File: src/rtl/store_buffer_mq_if.sv
// Store-buffer port bundle: LSU store/commit/alias side plus the data-cache write port.
// master = LSU and cache environment, slave = store_buffer_mq.
interface store_buffer_mq_if #(
  parameter int unsigned XLEN = 64,
  parameter int unsigned PLEN = 56
);
  localparam int unsigned BEW = XLEN / 8;

  logic            flush_i;
  logic            valid_i;
  logic            ready_o;
  logic [PLEN-1:0] paddr_i;
  logic [XLEN-1:0] data_i;
  logic [BEW-1:0]  be_i;
  logic [1:0]      size_i;
  logic            commit_i;
  logic            commit_ready_o;
  logic [11:0]     page_offset_i;
  logic            page_offset_matches_o;
  logic            no_st_pending_o;
  logic            empty_o;
  logic            mem_req_o;
  logic            mem_gnt_i;
  logic [PLEN-1:0] mem_addr_o;
  logic [XLEN-1:0] mem_data_o;
  logic [BEW-1:0]  mem_be_o;
  logic [1:0]      mem_size_o;

  modport master (
    output flush_i, valid_i, paddr_i, data_i, be_i, size_i, commit_i, page_offset_i, mem_gnt_i,
    input  ready_o, commit_ready_o, page_offset_matches_o, no_st_pending_o, empty_o,
           mem_req_o, mem_addr_o, mem_data_o, mem_be_o, mem_size_o
  );

  modport slave (
    input  flush_i, valid_i, paddr_i, data_i, be_i, size_i, commit_i, page_offset_i, mem_gnt_i,
    output ready_o, commit_ready_o, page_offset_matches_o, no_st_pending_o, empty_o,
           mem_req_o, mem_addr_o, mem_data_o, mem_be_o, mem_size_o
  );
endinterface

File: src/rtl/store_buffer_mq.sv
// Two-stage store buffer: speculative queue -> commit queue -> data-cache drain.
// Define STORE_BUFFER_COALESCE_EN to merge committed stores into a same-doubleword commit tail.
module store_buffer_mq #(
  parameter int unsigned XLEN         = 64,
  parameter int unsigned PLEN         = 56,
  parameter int unsigned SPEC_DEPTH   = 4,
  parameter int unsigned COMMIT_DEPTH = 8
) (
  input logic              clk_i,
  input logic              rst_i,
  store_buffer_mq_if.slave sb
);

  localparam int unsigned BEW = XLEN / 8;
  localparam int unsigned SAW = $clog2(SPEC_DEPTH);
  localparam int unsigned CAW = $clog2(COMMIT_DEPTH);
  localparam logic [SAW:0] SPEC_FULL   = (SAW+1)'(SPEC_DEPTH);
  localparam logic [CAW:0] COMMIT_FULL = (CAW+1)'(COMMIT_DEPTH);

  typedef struct packed {
    logic [PLEN-1:0] paddr;
    logic [XLEN-1:0] data;
    logic [BEW-1:0]  be;
    logic [1:0]      size;
  } entry_t;

  entry_t         spec_q [SPEC_DEPTH];
  entry_t         com_q  [COMMIT_DEPTH];
  logic [SAW-1:0] spec_rptr, spec_wptr, spec_off;
  logic [SAW:0]   spec_cnt;
  logic [CAW-1:0] com_rptr, com_wptr, com_off;
  logic [CAW:0]   com_cnt;

  logic   push, do_commit, pop_mem, merge;
  entry_t new_entry, spec_head, com_head;

  assign new_entry = '{paddr: sb.paddr_i, data: sb.data_i, be: sb.be_i, size: sb.size_i};
  assign spec_head = spec_q[spec_rptr];
  assign com_head  = com_q[com_rptr];

  // Handshake status is a function of registered occupancy only
  assign sb.ready_o         = (spec_cnt != SPEC_FULL);
  assign sb.commit_ready_o  = (spec_cnt != '0) && (com_cnt != COMMIT_FULL);
  assign sb.mem_req_o       = (com_cnt != '0);
  assign sb.no_st_pending_o = (com_cnt == '0);
  assign sb.empty_o         = (spec_cnt == '0) && (com_cnt == '0);

  assign push      = sb.valid_i && sb.ready_o && !sb.flush_i;
  assign do_commit = sb.commit_i && sb.commit_ready_o;
  assign pop_mem   = sb.mem_req_o && sb.mem_gnt_i;

  assign sb.mem_addr_o = sb.mem_req_o ? com_head.paddr : '0;
  assign sb.mem_data_o = sb.mem_req_o ? com_head.data  : '0;
  assign sb.mem_be_o   = sb.mem_req_o ? com_head.be    : '0;
  assign sb.mem_size_o = sb.mem_req_o ? com_head.size  : '0;

`ifdef STORE_BUFFER_COALESCE_EN
  logic [CAW-1:0] com_tail_ptr;
  entry_t         com_tail, merged;

  assign com_tail_ptr = CAW'(com_wptr - CAW'(1));
  assign com_tail     = com_q[com_tail_ptr];
  // Tail must differ from the head, which may be on the bus right now
  assign merge = do_commit && (com_cnt >= (CAW+1)'(2)) &&
                 (com_tail.paddr[PLEN-1:3] == spec_head.paddr[PLEN-1:3]);

  always_comb begin
    merged      = com_tail;
    merged.be   = com_tail.be | spec_head.be;
    merged.size = 2'd3;
    for (int b = 0; b < int'(BEW); b++) begin
      if (spec_head.be[b]) merged.data[8*b +: 8] = spec_head.data[8*b +: 8];
    end
  end
`else
  assign merge = 1'b0;
`endif

  // Occupancy and pointers; flush acts after the same-cycle commit has been taken
  always_ff @(posedge clk_i) begin
    if (rst_i) begin
      spec_rptr <= '0;
      spec_wptr <= '0;
      spec_cnt  <= '0;
      com_rptr  <= '0;
      com_wptr  <= '0;
      com_cnt   <= '0;
    end else begin
      if (sb.flush_i) begin
        spec_rptr <= '0;
        spec_wptr <= '0;
        spec_cnt  <= '0;
      end else begin
        if (push)      spec_wptr <= SAW'(spec_wptr + SAW'(1));
        if (do_commit) spec_rptr <= SAW'(spec_rptr + SAW'(1));
        spec_cnt <= (SAW+1)'(spec_cnt + (SAW+1)'(push) - (SAW+1)'(do_commit));
      end
      if (do_commit && !merge) com_wptr <= CAW'(com_wptr + CAW'(1));
      if (pop_mem)             com_rptr <= CAW'(com_rptr + CAW'(1));
      com_cnt <= (CAW+1)'(com_cnt + (CAW+1)'(do_commit && !merge) - (CAW+1)'(pop_mem));
    end
  end

  // Payload storage carries no reset; validity comes from the counters
  always_ff @(posedge clk_i) begin
    if (push) spec_q[spec_wptr] <= new_entry;
`ifdef STORE_BUFFER_COALESCE_EN
    if (do_commit && merge) com_q[com_tail_ptr] <= merged;
`endif
    if (do_commit && !merge) com_q[com_wptr] <= spec_head;
  end

  // Load aliasing on doubleword index across all live entries and the incoming store
  always_comb begin
    sb.page_offset_matches_o = sb.valid_i && (sb.paddr_i[11:3] == sb.page_offset_i[11:3]);
    spec_off = '0;
    com_off  = '0;
    for (int i = 0; i < int'(SPEC_DEPTH); i++) begin
      spec_off = SAW'(SAW'(i) - spec_rptr);
      if (({1'b0, spec_off} < spec_cnt) && (spec_q[i].paddr[11:3] == sb.page_offset_i[11:3]))
        sb.page_offset_matches_o = 1'b1;
    end
    for (int i = 0; i < int'(COMMIT_DEPTH); i++) begin
      com_off = CAW'(CAW'(i) - com_rptr);
      if (({1'b0, com_off} < com_cnt) && (com_q[i].paddr[11:3] == sb.page_offset_i[11:3]))
        sb.page_offset_matches_o = 1'b1;
    end
  end

  // A commit is only legal when the buffer advertised it can take one
  commit_protocol_a : assert property (@(posedge clk_i) disable iff (rst_i)
    sb.commit_i |-> sb.commit_ready_o);

endmodule
File: src/flat_wrapper.sv
// flat-port wrapper written by rule: the top's interface ports become plain ports
module store_buffer_mq_flat 
#(
  parameter int unsigned XLEN         = 64,
  parameter int unsigned PLEN         = 56,
  parameter int unsigned SPEC_DEPTH   = 4,
  parameter int unsigned COMMIT_DEPTH = 8
)
  (clk_i, rst_i, sb_flush_i, sb_valid_i, sb_paddr_i, sb_data_i, sb_be_i, sb_size_i, sb_commit_i, sb_page_offset_i, sb_mem_gnt_i, sb_ready_o, sb_commit_ready_o, sb_page_offset_matches_o, sb_no_st_pending_o, sb_empty_o, sb_mem_req_o, sb_mem_addr_o, sb_mem_data_o, sb_mem_be_o, sb_mem_size_o);
  store_buffer_mq_if #(.XLEN(XLEN), .PLEN(PLEN)) sb_i ();
  input logic clk_i;
  input logic rst_i;
  input wire logic [$bits(sb_i.flush_i)-1:0] sb_flush_i;
  input wire logic [$bits(sb_i.valid_i)-1:0] sb_valid_i;
  input wire logic [$bits(sb_i.paddr_i)-1:0] sb_paddr_i;
  input wire logic [$bits(sb_i.data_i)-1:0] sb_data_i;
  input wire logic [$bits(sb_i.be_i)-1:0] sb_be_i;
  input wire logic [$bits(sb_i.size_i)-1:0] sb_size_i;
  input wire logic [$bits(sb_i.commit_i)-1:0] sb_commit_i;
  input wire logic [$bits(sb_i.page_offset_i)-1:0] sb_page_offset_i;
  input wire logic [$bits(sb_i.mem_gnt_i)-1:0] sb_mem_gnt_i;
  output wire logic [$bits(sb_i.ready_o)-1:0] sb_ready_o;
  output wire logic [$bits(sb_i.commit_ready_o)-1:0] sb_commit_ready_o;
  output wire logic [$bits(sb_i.page_offset_matches_o)-1:0] sb_page_offset_matches_o;
  output wire logic [$bits(sb_i.no_st_pending_o)-1:0] sb_no_st_pending_o;
  output wire logic [$bits(sb_i.empty_o)-1:0] sb_empty_o;
  output wire logic [$bits(sb_i.mem_req_o)-1:0] sb_mem_req_o;
  output wire logic [$bits(sb_i.mem_addr_o)-1:0] sb_mem_addr_o;
  output wire logic [$bits(sb_i.mem_data_o)-1:0] sb_mem_data_o;
  output wire logic [$bits(sb_i.mem_be_o)-1:0] sb_mem_be_o;
  output wire logic [$bits(sb_i.mem_size_o)-1:0] sb_mem_size_o;
  assign sb_i.flush_i = sb_flush_i;
  assign sb_i.valid_i = sb_valid_i;
  assign sb_i.paddr_i = sb_paddr_i;
  assign sb_i.data_i = sb_data_i;
  assign sb_i.be_i = sb_be_i;
  assign sb_i.size_i = sb_size_i;
  assign sb_i.commit_i = sb_commit_i;
  assign sb_i.page_offset_i = sb_page_offset_i;
  assign sb_i.mem_gnt_i = sb_mem_gnt_i;
  assign sb_ready_o = sb_i.ready_o;
  assign sb_commit_ready_o = sb_i.commit_ready_o;
  assign sb_page_offset_matches_o = sb_i.page_offset_matches_o;
  assign sb_no_st_pending_o = sb_i.no_st_pending_o;
  assign sb_empty_o = sb_i.empty_o;
  assign sb_mem_req_o = sb_i.mem_req_o;
  assign sb_mem_addr_o = sb_i.mem_addr_o;
  assign sb_mem_data_o = sb_i.mem_data_o;
  assign sb_mem_be_o = sb_i.mem_be_o;
  assign sb_mem_size_o = sb_i.mem_size_o;
  store_buffer_mq #(.XLEN(XLEN), .PLEN(PLEN), .SPEC_DEPTH(SPEC_DEPTH), .COMMIT_DEPTH(COMMIT_DEPTH)) u_core (.clk_i(clk_i), .rst_i(rst_i), .sb(sb_i));
endmodule
File: config.mk
export PLATFORM = sky130hd
export DESIGN_NAME = store_buffer_mq_flat
export DESIGN_NICKNAME = d
export VERILOG_FILES = /design/src/rtl/store_buffer_mq_if.sv /design/src/rtl/store_buffer_mq.sv /design/src/flat_wrapper.sv
export SDC_FILE = /design/constraint.sdc
export NUM_CORES = 1
export LEC_CHECK = 0
export CELL_PAD_IN_SITES_DETAIL_PLACEMENT = 0
export CELL_PAD_IN_SITES_GLOBAL_PLACEMENT = 1
export CORE_ASPECT_RATIO = 1.1
export CORE_MARGIN = 2
export CORE_UTILIZATION = 40
export DETAILED_ROUTE_END_ITERATION = 16
export GPL_TIMING_DRIVEN = 0
export PLACE_DENSITY_LB_ADDON = 0.1
export SYNTH_ARGS = -nofsm -noshare
export SYNTH_HDL_FRONTEND = slang
export SYNTH_SLANG_ARGS = --single-unit
export TNS_END_PERCENT = 5
File: constraint.sdc
create_clock -name clk_i -period 22.6 [get_ports clk_i]
set_input_delay 6.78 -clock clk_i [delete_from_list [all_inputs] [get_ports clk_i]]
set_output_delay 6.78 -clock clk_i [all_outputs]
set_load 0.02 [all_outputs]
==> results of run 1 <==
## cells in the mapped netlist, types with 4 or more instances
cell type / number / area [um2]
nand4_1: 11 / 68.8
mux2i_1: 130 / 1300
nor3_1: 7 / 35.0
buf_4: 12 / 90.1
inv_1: 24 / 90.1
nor2_1: 154 / 578
xor2_1: 55 / 482
nor4_1: 16 / 100
o2111ai_1: 6 / 52.6
buf_8: 8 / 120
nand3_1: 10 / 50.1
clkbuf_1: 31 / 116
edfxtp_1: 1560 / 46800
and2_1: 4 / 25.0
a21o_1: 4 / 30.0
buf_1: 10 / 37.5
nand2_1: 14 / 52.6
nand2b_1: 4 / 25.0
buf_6: 22 / 248
dfxtp_1: 22 / 440
xnor2_1: 77 / 674
a21oi_1: 16 / 80.1
ha_1: 31 / 388
buf_2: 54 / 270
o21ai_0: 5 / 25.0
mux4_2: 390 / 8780
## path summary, 6_finish.rpt
path,startpoint,to,slack [ps]
hold reg to reg,u_core.spec_wptr[1],u_core.spec_wptr[1],510
hold / removal,u_core.spec_wptr[1],u_core.spec_wptr[1],510
setup / recovery,sb_paddr_i[5],sb_page_offset_matches_o,6210
setup reg to reg,u_core.com_cnt[2],u_core.com_q[5][21],18790
## registers in the layout, summed over array words and instances, names as in the netlist, named ones only
| register | count |
|---|---|
| u_core.com_q | 1040 |
| u_core.spec_rptr | 2 |
| u_core.spec_cnt | 3 |
| u_core.spec_q | 520 |
| u_core.spec_wptr | 2 |
| u_core.com_cnt | 4 |
| u_core.com_wptr | 3 |
| u_core.com_rptr | 3 |
## worst max-delay path: stages
cell	delay (ps)
clkdlybuf4s50_1	560
xor2_1	290
nor4_1	80
nand4_1	120
o21ai_0	100
nor4_1	600
nand3_1	420
clkdlybuf4s50_1	650
## power groups by stage
stage / clock network [mW] / logic (mW) / registers [mW]
final: 2.67 / 1.75 / 3.31
after global routing: 2.86 / 1.87 / 3.31
after CTS: 2.75 / 1.79 / 3.31
after detailed placement: 0 / 1.79 / 3.37
after global placement: 0 / 1.76 / 3.40
after floorplan: 0 / 1.02 / 3.38
## metal layers
metal	up-vias	share of wire [%]
met2	850	49
met4	20	2.4
met1	15401	42
met3	229	6.5
met5	-	0.083
li1	12336	-
## stage by stage
step	instances	worst slack (ps)
2_1_floorplan	2692	2480
3_3_place_gp	4939	-15450
3_5_place_dp	5077	6340
4_1_cts	5381	6330
5_1_grt	5385	6210
6_report	5389	6210
## layout by cell type (no fill, tap or decap), types with 14 or more instances in the layout
cell and instances:
nor2_1 151, xnor2_1 77, clkinv_2 36, mux4_2 390
clkbuf_16 170, clkdlybuf4s50_1 271, inv_1 24, buf_6 97
nand2_1 14, ha_1 31, nor4_1 15, buf_12 21
mux2i_1 130, buf_2 54, clkinv_1 33, clkbuf_1 61
dfxtp_1 22, bufinv_16 17, buf_4 36, a21oi_1 16
edfxtp_1 1560, xor2_1 55
## final cells by class
class,count,area [um2]
buffer,137,883
inverter,26,97.6
clock buffer,203,4400
multi-input combinational,947,12900
tap,1976,2470
fill,12367,78200
timing repair buffer,409,4590
antenna,8,20.0
sequential,1582,47300
clock inverter,101,973
## cell families (layout without fill, tap and decap cells)
kind of cell | count (synthesis) | after routing | share of synthesized area [%]
flops | 1582 | 1582 | 77.3
mux | 520 | 520 | 16.5
simple gates | 225 | 225 | 1.58
buf+inv | 163 | 876 | 1.60
xor+xnor | 132 | 132 | 1.89
compound gates | 37 | 37 | 0.377
fa+ha+maj | 33 | 33 | 0.700
other cells | 0 | 8 | 0
==> impl_summary.txt, run 1 <==
----------------------------------------------------
[Run status]
  Result of the run ... complete, no violations

[Global route]
  Largest net degree at the start of global routing ... 45
  Grt total ovfl ... 0
  Busiest grt layer ... met2
  Met2 usage ... 31.5%
  Met3 routing resource usage after global routing ... roughly 4.8%
  First-pass GRT wire length ... 217000 um
  Total routing resource utilization after global routing ... 19.6%
  Met1 Usage GRT ... 26.6%
  Vias in the first global route ... between 30000 and 40000
  Antenna violations before repair ... 24

[Logic synthesis]
  Synthesis-stage register bit count ... between 1500 and 2000
  Number of synthesized flops with an enable pin ... 1560
  Count of synthesis-stage warnings from yosys ... 0
  Predominant post-synthesis flop cell ... edfxtp_1
  Number of distinct library cells after synthesis ... 36
  Mean instance size in the synthesized netlist ... between 20 and 25 um2
  Number of instances in the synthesized netlist ... 2692
  Sequential cell area fraction in the yosys report ... around 77%
  Share of flip-flops with an asynchronous set or reset ... 0%
  Number of nets produced by synthesis ... 2873
  Post-synth design cell area ... 61100 um2

[Flow run]
  Number of max-capacitance violations reported ... 0

[Die]
  Number of I/O pins ... 284
  Total die area ... about 160000 um2
  Starting utilization of the core area ... between 40% and 50%
  Core region area ... about 150000 um2
  Die boundary height ... 414 um
  Horiz. Die Dim ... 377 um
  Rows ... 150

[Power]
  Total Power Consumption ... 7.73 mW
  Fraction of power consumed by the clock network ... about 35%
  Cell area power density ... 105 nW/um2
  Part of the power in registers ... between 40% and 50%
  Worst VDD drop ... 0.0000687 V
  Total leakage power ... ~23 nW
  Switching power ... 2.09 mW
  Internal cell power ... 5.63 mW
  Switching share of power ... 27.1%
  Portion of total power attributed to combinational logic ... between 20% and 30%

[Drt]
  Routed wire length per instance ... ~28 um
  Routed WL ... ~150000 um
  DRC violation total after the first TritonRoute iteration ... 2226
  Residual antenna-violating net count after detailed routing ... 0
  Post-detailed-route via-to-cell ratio ... between 5 and 6
  Number of DRC violations after detailed routing ... 0
  Via Count ... 28836
  Detailed Routing Iterations Pass 1 ... 5

[Timing]
  Final critical path time including I/O delays and setup ... between 15000 and 20000 ps
  Final Hold Violating Endpoints ... 0
  Slew Limit Headroom ... just under 7%
  Setup repair after global routing missed its margin ... no
  Fraction of the cycle the final worst path needs ... between 70% and 80%
  Final slew viol count ... 0
  Maximum clock rate ... 61.0 MHz
  Total negative setup slack ... 0 ps
  Worst slack on hold paths ... 505 ps
  Worst Clk Skew ... between 20 and 25 ps
  Number of endpoints failing setup at the final stage ... 0
  Pin slew with the least headroom to its limit ... around 1400 ps

[Placed design]
  Port Buffer Count ... ~270
  Post-DP Area ... approximately 70000 um2
  Final weighted congestion of routability-driven global placement ... 0.779
  HPWL Detailed ... 102000 um

[Clocking]
  Clock-pin transition on the worst setup and hold timing paths ... roughly 60 ps
  Setup Buffers After CTS ... 0
  Cell at the root of the clock tree ... clkbuf_16
  Deepest clock path buffer count ... 3
  Num CTS Buffers ... 165
  Clock net sink count ... 1582
  Clock tree from TritonCTS ... built
  Clock insertion delay at the later pin of the skew report ... a little under 800 ps
  Cts-stage hold buffer count ... 0
  Post-CTS Resized ... 0
  H-tree depth ... 4

[Final layout]
  Final nets ... 3449
  Summed area of non-filler cells in the final layout ... 73600 um2
  Fin util ... approximately half
  Layout cell share with drive strength beyond 1 ... 25.8%
  Area growth, synth to finish ... 20.5%

[Critical path]
  Data arrival time of the critical path ... 9610 ps
  Worst Setup Start Kind ... input pin
  Critical path class ... in -> out
  Largest fanout of any net on the critical path ... 5
  Type of element capturing the critical path ... primary output
  Data required time of the critical path ... ~16000 ps
  Reg2Reg Depth ... 11

[Min path]
  Hold WC Path Type ... reg -> reg
  Hold Path Stages ... 2

----------------------------------------------------
Note: power is estimated with default switching activity, not from simulation.
==> run 2: changes to the inputs <==
==> constraint.sdc (replaced) <==
create_clock -name clk_i -period 14.23 [get_ports clk_i]
set_input_delay 4.269 -clock clk_i [delete_from_list [all_inputs] [get_ports clk_i]]
set_output_delay 4.269 -clock clk_i [all_outputs]
set_load 0.02 [all_outputs]
==> impl_summary.txt, run 2 (synthesis gave the netlist of run 1 again) <==
----------------------------------------------------
[Run status]
  Result of the run ... complete, no violations

[Placed design]
  Final weighted congestion of routability-driven global placement ... 0.766 (-1.7%)
  HPWL Detailed ... 102000 um (-0.40%)
  Port Buffer Count ... 271 (unchanged)

[Die]
  Die boundary height ... 414 um (unchanged)
  Core region area ... 152000 um2 (unchanged)
  Starting utilization of the core area ... 40.3% (unchanged)
  Total die area ... 156000 um2 (unchanged)
  Horiz. Die Dim ... 377 um (unchanged)
  Rows ... 150 (unchanged)
  Number of I/O pins ... 284 (unchanged)

[Global route]
  Antenna violations before repair ... 23 (-4.2%)
  Total routing resource utilization after global routing ... 19.7% (+0.11 points)
  Grt total ovfl ... 0 (unchanged)
  Vias in the first global route ... 30605 (-0.57%)
  Largest net degree at the start of global routing ... 43 (-4.4%)
  First-pass GRT wire length ... 218000 um (+0.46%)

[Clocking]
  Setup Buffers After CTS ... 0 (unchanged)
  Num CTS Buffers ... 167 (+1.2%)
  Cell at the root of the clock tree ... clkbuf_16
  Post-CTS Resized ... 0 (unchanged)
  Cts-stage hold buffer count ... 0 (unchanged)
  Clock net sink count ... 1582 (unchanged)
  Deepest clock path buffer count ... 3 (unchanged)
  Clock-pin transition on the worst setup and hold timing paths ... 60 ps (about the same)
  Clock tree from TritonCTS ... built
  H-tree depth ... 4 (unchanged)
  Clock insertion delay at the later pin of the skew report ... 800 ps (about the same)

[Timing]
  Setup repair after global routing missed its margin ... no
  Final slew viol count ... 0 (unchanged)
  Fraction of the cycle the final worst path needs ... 78.6%
  Number of endpoints failing setup at the final stage ... 0 (unchanged)
  Pin slew with the least headroom to its limit ... 1440 ps (+46.1 ps)
  Maximum clock rate ... 89.4 MHz
  Final Hold Violating Endpoints ... 0 (unchanged)
  Final critical path time including I/O delays and setup ... 11190 ps
  Total negative setup slack ... 0 ps (unchanged)
  Worst Clk Skew ... 26.4 ps (+2.37 ps)
  Slew Limit Headroom ... 3.68% (-3.1 points)

[Critical path]
  Worst Setup Start Kind ... input pin
  Worst path buffer plus inverter count ... 2 (unchanged)
  Critical path class ... in -> out
  Cell-by-cell trace of the critical path ... clkdlybuf4s50_1 -> xor2_1 -> nor4_1 -> nand4_1 -> o21ai_0 -> nor4_1 -> nand3_1 -> clkdlybuf4s50_1
  Largest fanout of any net on the critical path ... 5 (unchanged)
  Crit path max-delay family ... buffers and inverters
  Data arrival time of the critical path ... 6920 ps (-2690 ps)
  Startpoint of the most critical register-to-register path ... u_core.com_cnt[2]
  Maximum cell stage delay along the critical path ... 630 ps (-20 ps)
  Data required time of the critical path ... 9960 ps (-5860 ps)
  Type of element capturing the critical path ... primary output
  Flop2flop setup slack ... 10410 ps (-8380 ps)
  Cell type of the slowest stage on the worst timing path ... clkdlybuf4s50_1
  Critical R2R Capture ... u_core.com_q[4][57]
  Reg2Reg Depth ... 12 (+1)

[Drt]
  Routed wire length per instance ... 28.5 um (+0.84%)
  Residual antenna-violating net count after detailed routing ... 0 (unchanged)
  Routed WL ... 153000 um (+0.64%)
  Via Count ... 28597 (-0.83%)
  Detailed Routing Iterations Pass 1 ... 5 (unchanged)
  DRC violation total after the first TritonRoute iteration ... 2139 (-3.9%)
  Number of DRC violations after detailed routing ... 0 (unchanged)
  Post-detailed-route via-to-cell ratio ... 5.32 (-0.63%)

[Power]
  Total Power Consumption ... 12.3 mW (+59%)
  Total leakage power ... 22.8 nW (-0.31%)
  Cell area power density ... 167 nW/um2 (+59%)
  Worst VDD drop ... 0.000114 V (+66%)

[Final layout]
  Max reg flops ... 1040 (unchanged)
  Final nets ... 3441 (-0.23%)
  Commonest cells after routing, fill and taps aside ... edfxtp_1 (1560), mux4_2 (390), clkdlybuf4s50_1 (271)
  Layout cell share with drive strength beyond 1 ... 25.5% (-0.34 points)
  Largest registers in the final layout ... u_core.com_q (1040), u_core.spec_q (520), u_core.com_cnt (4)
  Area growth, synth to finish ... 20.4% (about the same)
  Largest register by flop count ... u_core.com_q
  Most common library cell in the layout ignoring fill and taps ... edfxtp_1

[Min path]
  Hold wc startpoint ... u_core.spec_wptr[1]
  Hold Path Stages ... 2 (unchanged)
  Hold WC Path Type ... reg -> reg
  Hold worst-path end ... u_core.spec_wptr[1]

[Flow run]
  Number of max-capacitance violations reported ... 0 (unchanged)

----------------------------------------------------
==> run 2: changes by cell type in the layout (fill, tap and decap cells not counted), moves of 2 or more <==
cell / previous run / this run
clkinv_4: 1 / 3
bufinv_16: 17 / 15
buf_4: 36 / 18
inv_6: 5 / 8
clkbuf_1: 61 / 63
clkinv_1: 33 / 36
buf_8: 13 / 25
clkinvlp_4: 5 / 8
diode_2: 8 / 6
buf_6: 97 / 94
clkbuf_8: 2 / 4
clkinv_2: 36 / 25
==> run 2: power breakdown <==
| part | total, mW | internal, mW | switching (mW) |
|---|---|---|---|
| logic | 2.78 | 1.22 | 1.56 |
| clock network | 4.26 | 2.49 | 1.77 |
| registers | 5.25 | 5.22 | 0.0271 |
| total | 12.3 | 8.93 | 3.35 |
==> run 2: worst max path at each step <==
stage,start,endpoint,slack (ps),cells past startpoint
finish,sb_paddr_i[5],sb_page_offset_matches_o,3040,8
CTS,sb_paddr_i[5],sb_page_offset_matches_o,2990,8
detailed placement,sb_paddr_i[5],sb_page_offset_matches_o,3010,8
global route,sb_paddr_i[5],sb_page_offset_matches_o,2940,8
floorplan,sb_commit_i,u_core.com_q[4][0],2,4
global placement,sb_commit_i,u_core.com_q[1][32],-13320,3
==> run 2: stage by stage <==
stage	worst slack [ps]	area [um2]	instances	utilization [%]	hold WS [ps]
after CTS	2990	73600	5372	48.5	518
after global placement	-13320	66300	4939	43.7	475
after global routing	2940	73600	5375	48.5	556
after detailed placement	3010	68200	5067	44.9	509
final	3040	73600	5378	48.5	512
after floorplan	1.69	61100	2692	-	469
==> run 2: per-layer routing <==
metal  GRT usage [%]  part of all wire [%]  up-vias
li1                -                     -    12311
met1            26.2                    42    15368
met2            33.1                    51      675
met3            3.83                   5.1      227
met4            5.35                   2.1       16
met5               0                 0.067        -
==> run 2: worst min-delay path: cells and delay by family, from the launching register on <==
family	cells	cell delay, ps
simple gates	1	60
compound gates	1	60
flops	1	340
==> run 2: area by class of cell <==
| class | count | area, um2 |
|---|---|---|
| Fill cell | 12268 | 78200 |
| Buffer | 137 | 883 |
| Multi-Input combinational cell | 947 | 12900 |
| Clock buffer | 208 | 4460 |
| Antenna cell | 6 | 15.0 |
| Clock inverter | 97 | 900 |
| Tap cell | 1976 | 2470 |
| Sequential cell | 1582 | 47300 |
| Inverter | 26 | 97.6 |
| Timing Repair Buffer | 399 | 4570 |
==> run 3: changes to the inputs <==
==> constraint.sdc (replaced) <==
create_clock -name clk_i -period 10.8 [get_ports clk_i]
set_input_delay 3.24 -clock clk_i [delete_from_list [all_inputs] [get_ports clk_i]]
set_output_delay 3.24 -clock clk_i [all_outputs]
set_load 0.02 [all_outputs]
==> impl_summary.txt, run 3 (synthesis gave the netlist of run 1 again) <==
----------------------------------------------------
[Run status]
  Result of the run ... complete, no violations

[Critical path]
  Critical path class ... in -> out
  Worst Setup Start Kind ... input pin
  Largest fanout of any net on the critical path ... 5 (unchanged)
  Data arrival time of the critical path ... 5800 ps (-1120 ps)
  Reg2Reg Depth ... 10 (-2)
  Flop2flop setup slack ... 7020 ps (-3390 ps)
  Data required time of the critical path ... 7560 ps (-2400 ps)
  Type of element capturing the critical path ... primary output
  Critical R2R Capture ... u_core.com_q[6][42]
  Startpoint of the most critical register-to-register path ... u_core.com_cnt[2]

[Power]
  Portion of total power attributed to combinational logic ... 22.5% (about the same)
  Fraction of power consumed by the clock network ... 35.1% (+0.5 points)
  Cell area power density ... 221 nW/um2 (+32%)
  Part of the power in registers ... 42.4% (-0.3 points)
  Total leakage power ... 22.9 nW (+0.34%)
  Internal cell power ... 11.9 mW (+33%)
  Switching share of power ... 27.0% (-0.25 points)
  Switching power ... 4.41 mW (+32%)
  Worst VDD drop ... 0.000124 V (+9.2%)

[Flow run]
  Number of max-capacitance violations reported ... 0 (unchanged)

[Clocking]
  Deepest clock path buffer count ... 3 (unchanged)
  Clock tree from TritonCTS ... built
  Num CTS Buffers ... 168 (+0.60%)
  Cell at the root of the clock tree ... clkbuf_16
  Setup Buffers After CTS ... 0 (unchanged)
  Clock net sink count ... 1582 (unchanged)
  Clock-pin transition on the worst setup and hold timing paths ... 50 ps (about the same)
  Cts-stage hold buffer count ... 0 (unchanged)
  H-tree depth ... 4 (unchanged)
  Post-CTS Resized ... 0 (unchanged)
  Clock insertion delay at the later pin of the skew report ... 790 ps (about the same)

[Die]
  Rows ... 150 (unchanged)
  Core region area ... 152000 um2 (unchanged)
  Horiz. Die Dim ... 377 um (unchanged)
  Die boundary height ... 414 um (unchanged)
  Number of I/O pins ... 284 (unchanged)
  Total die area ... 156000 um2 (unchanged)
  Starting utilization of the core area ... 40.3% (unchanged)

[Timing]
  Worst Clk Skew ... 30.9 ps (+4.47 ps)
  Fraction of the cycle the final worst path needs ... around 84%
  Final Hold Violating Endpoints ... 0 (unchanged)
  Final slew viol count ... 0 (unchanged)
  Pin slew with the least headroom to its limit ... 1100 ps (-341 ps)
  Worst setup slack after layout ... 1760 ps (-1280 ps)
  Final critical path time including I/O delays and setup ... 9040 ps
  Maximum clock rate ... 111 MHz
  Number of endpoints failing setup at the final stage ... 0 (unchanged)
  Slew Limit Headroom ... 26.0% (+22 points)
  Setup repair after global routing missed its margin ... no

[Final layout]
  Final nets ... 3432 (-0.26%)
  Most common library cell in the layout ignoring fill and taps ... edfxtp_1
  Commonest cells after routing, fill and taps aside ... edfxtp_1 (1560), mux4_2 (390), clkdlybuf4s50_1 (271)
  Fillers ... 12244 (-0.20%)
  Fin util ... 48.6% (+0.15 points)
  Max reg flops ... 1040 (unchanged)
  Largest register by flop count ... u_core.com_q
  Layout cell share with drive strength beyond 1 ... 25.4% (-0.12 points)
  Area growth, synth to finish ... 20.8%
  Largest registers in the final layout ... u_core.com_q (1040), u_core.spec_q (520), u_core.com_cnt (4)

[Placed design]
  HPWL Detailed ... 101000 um (-1.1%)
  Pre-CTS WS ... 1650 ps (-1350 ps)
  Final weighted congestion of routability-driven global placement ... 0.775 (+1.2%)
  Port Buffer Count ... 271 (unchanged)

[Global route]
  Largest net degree at the start of global routing ... 44 (+2.3%)
  First-pass GRT wire length ... 218000 um (+0.16%)
  Met2 usage ... 32.1% (-1.0 points)
  Grt total ovfl ... 0 (unchanged)
  Total routing resource utilization after global routing ... 19.7% (-0.022 points)
  Met3 routing resource usage after global routing ... 4.06% (+0.23 points)
  Met1 Usage GRT ... 26.8% (+0.55 points)
  Antenna violations before repair ... 21 (-8.7%)
  Vias in the first global route ... 30812 (+0.68%)
  Busiest grt layer ... met2

[Drt]
  Post-detailed-route via-to-cell ratio ... 5.35 (+0.68%)
  Number of DRC violations after detailed routing ... 0 (unchanged)
  Routed WL ... 153000 um (-0.37%)
  Routed wire length per instance ... 28.5 um (-0.13%)
  DRC violation total after the first TritonRoute iteration ... 2289 (+7.0%)
  Detailed Routing Iterations Pass 1 ... 7 (+2)
  Residual antenna-violating net count after detailed routing ... 0 (unchanged)
  Via Count ... 28722 (+0.44%)

[Min path]
  Hold WC Path Type ... reg -> reg
  Hold worst-path end ... u_core.spec_wptr[1]
  Hold wc startpoint ... u_core.spec_wptr[1]
  Hold Path Stages ... 2 (unchanged)

----------------------------------------------------
run 3: final cells by class:
type / instances / area [um2] / area share (%)
sequential: 1582 / 47300 / 64.0
clock buffer: 204 / 4460 / 6.04
inverter: 26 / 97.6 / 0.132
multi-input combinational: 947 / 12900 / 17.5
timing repair buffer: 389 / 4660 / 6.31
buffer: 137 / 885 / 1.20
antenna: 5 / 12.5 / 0.0169
clock inverter: 99 / 1040 / 1.41
tap: 1976 / 2470 / 3.35
run 3: how the worst max path moves through the flow:
stage                        startpoint                       end
after global routing      sb_paddr_i[5]  sb_page_offset_matches_o
final                     sb_paddr_i[5]  sb_page_offset_matches_o
after global placement      sb_commit_i       u_core.com_q[1][28]
after floorplan             sb_commit_i        u_core.com_q[2][0]
after CTS                 sb_paddr_i[5]  sb_page_offset_matches_o
after detailed placement  sb_paddr_i[5]  sb_page_offset_matches_o
run 3: worst max-delay path: stages:
cell,delay (ps)
clkdlybuf4s50_1,560
xor2_1,260
nor4_1,70
nand4_1,130
o21ai_0,100
nor4_1,460
nand3_1,330
clkdlybuf4s50_1,630
run 3: stage by stage:
step	cells	power [mW]	area, um2	hold slack [ps]	setup TNS (ps)
after floorplan	2692	9.19	61100	469	-909130
after global placement	4939	10.8	66300	477	-
after detailed placement	5057	10.8	68300	495	0
after CTS	5360	16.6	73800	503	0
after global routing	5361	17.0	73800	533	0
final	5365	16.3	73900	504	0
run 3: power by group through the flow:
| stage | clock network, mW | logic (mW) | registers (mW) |
|---|---|---|---|
| global route | 6.10 | 3.94 | 6.93 |
| floorplan | 0 | 2.14 | 7.06 |
| detailed placement | 0 | 3.77 | 7.05 |
| CTS | 5.88 | 3.78 | 6.92 |
| finish | 5.73 | 3.67 | 6.92 |
| global placement | 0 | 3.70 | 7.09 |
run 3: metal layers:
layer,vias up,routed length [um]
met4,16,3730
met5,-,93
met2,838,74800
met1,15339,64900
met3,228,9170
li1,12301,-
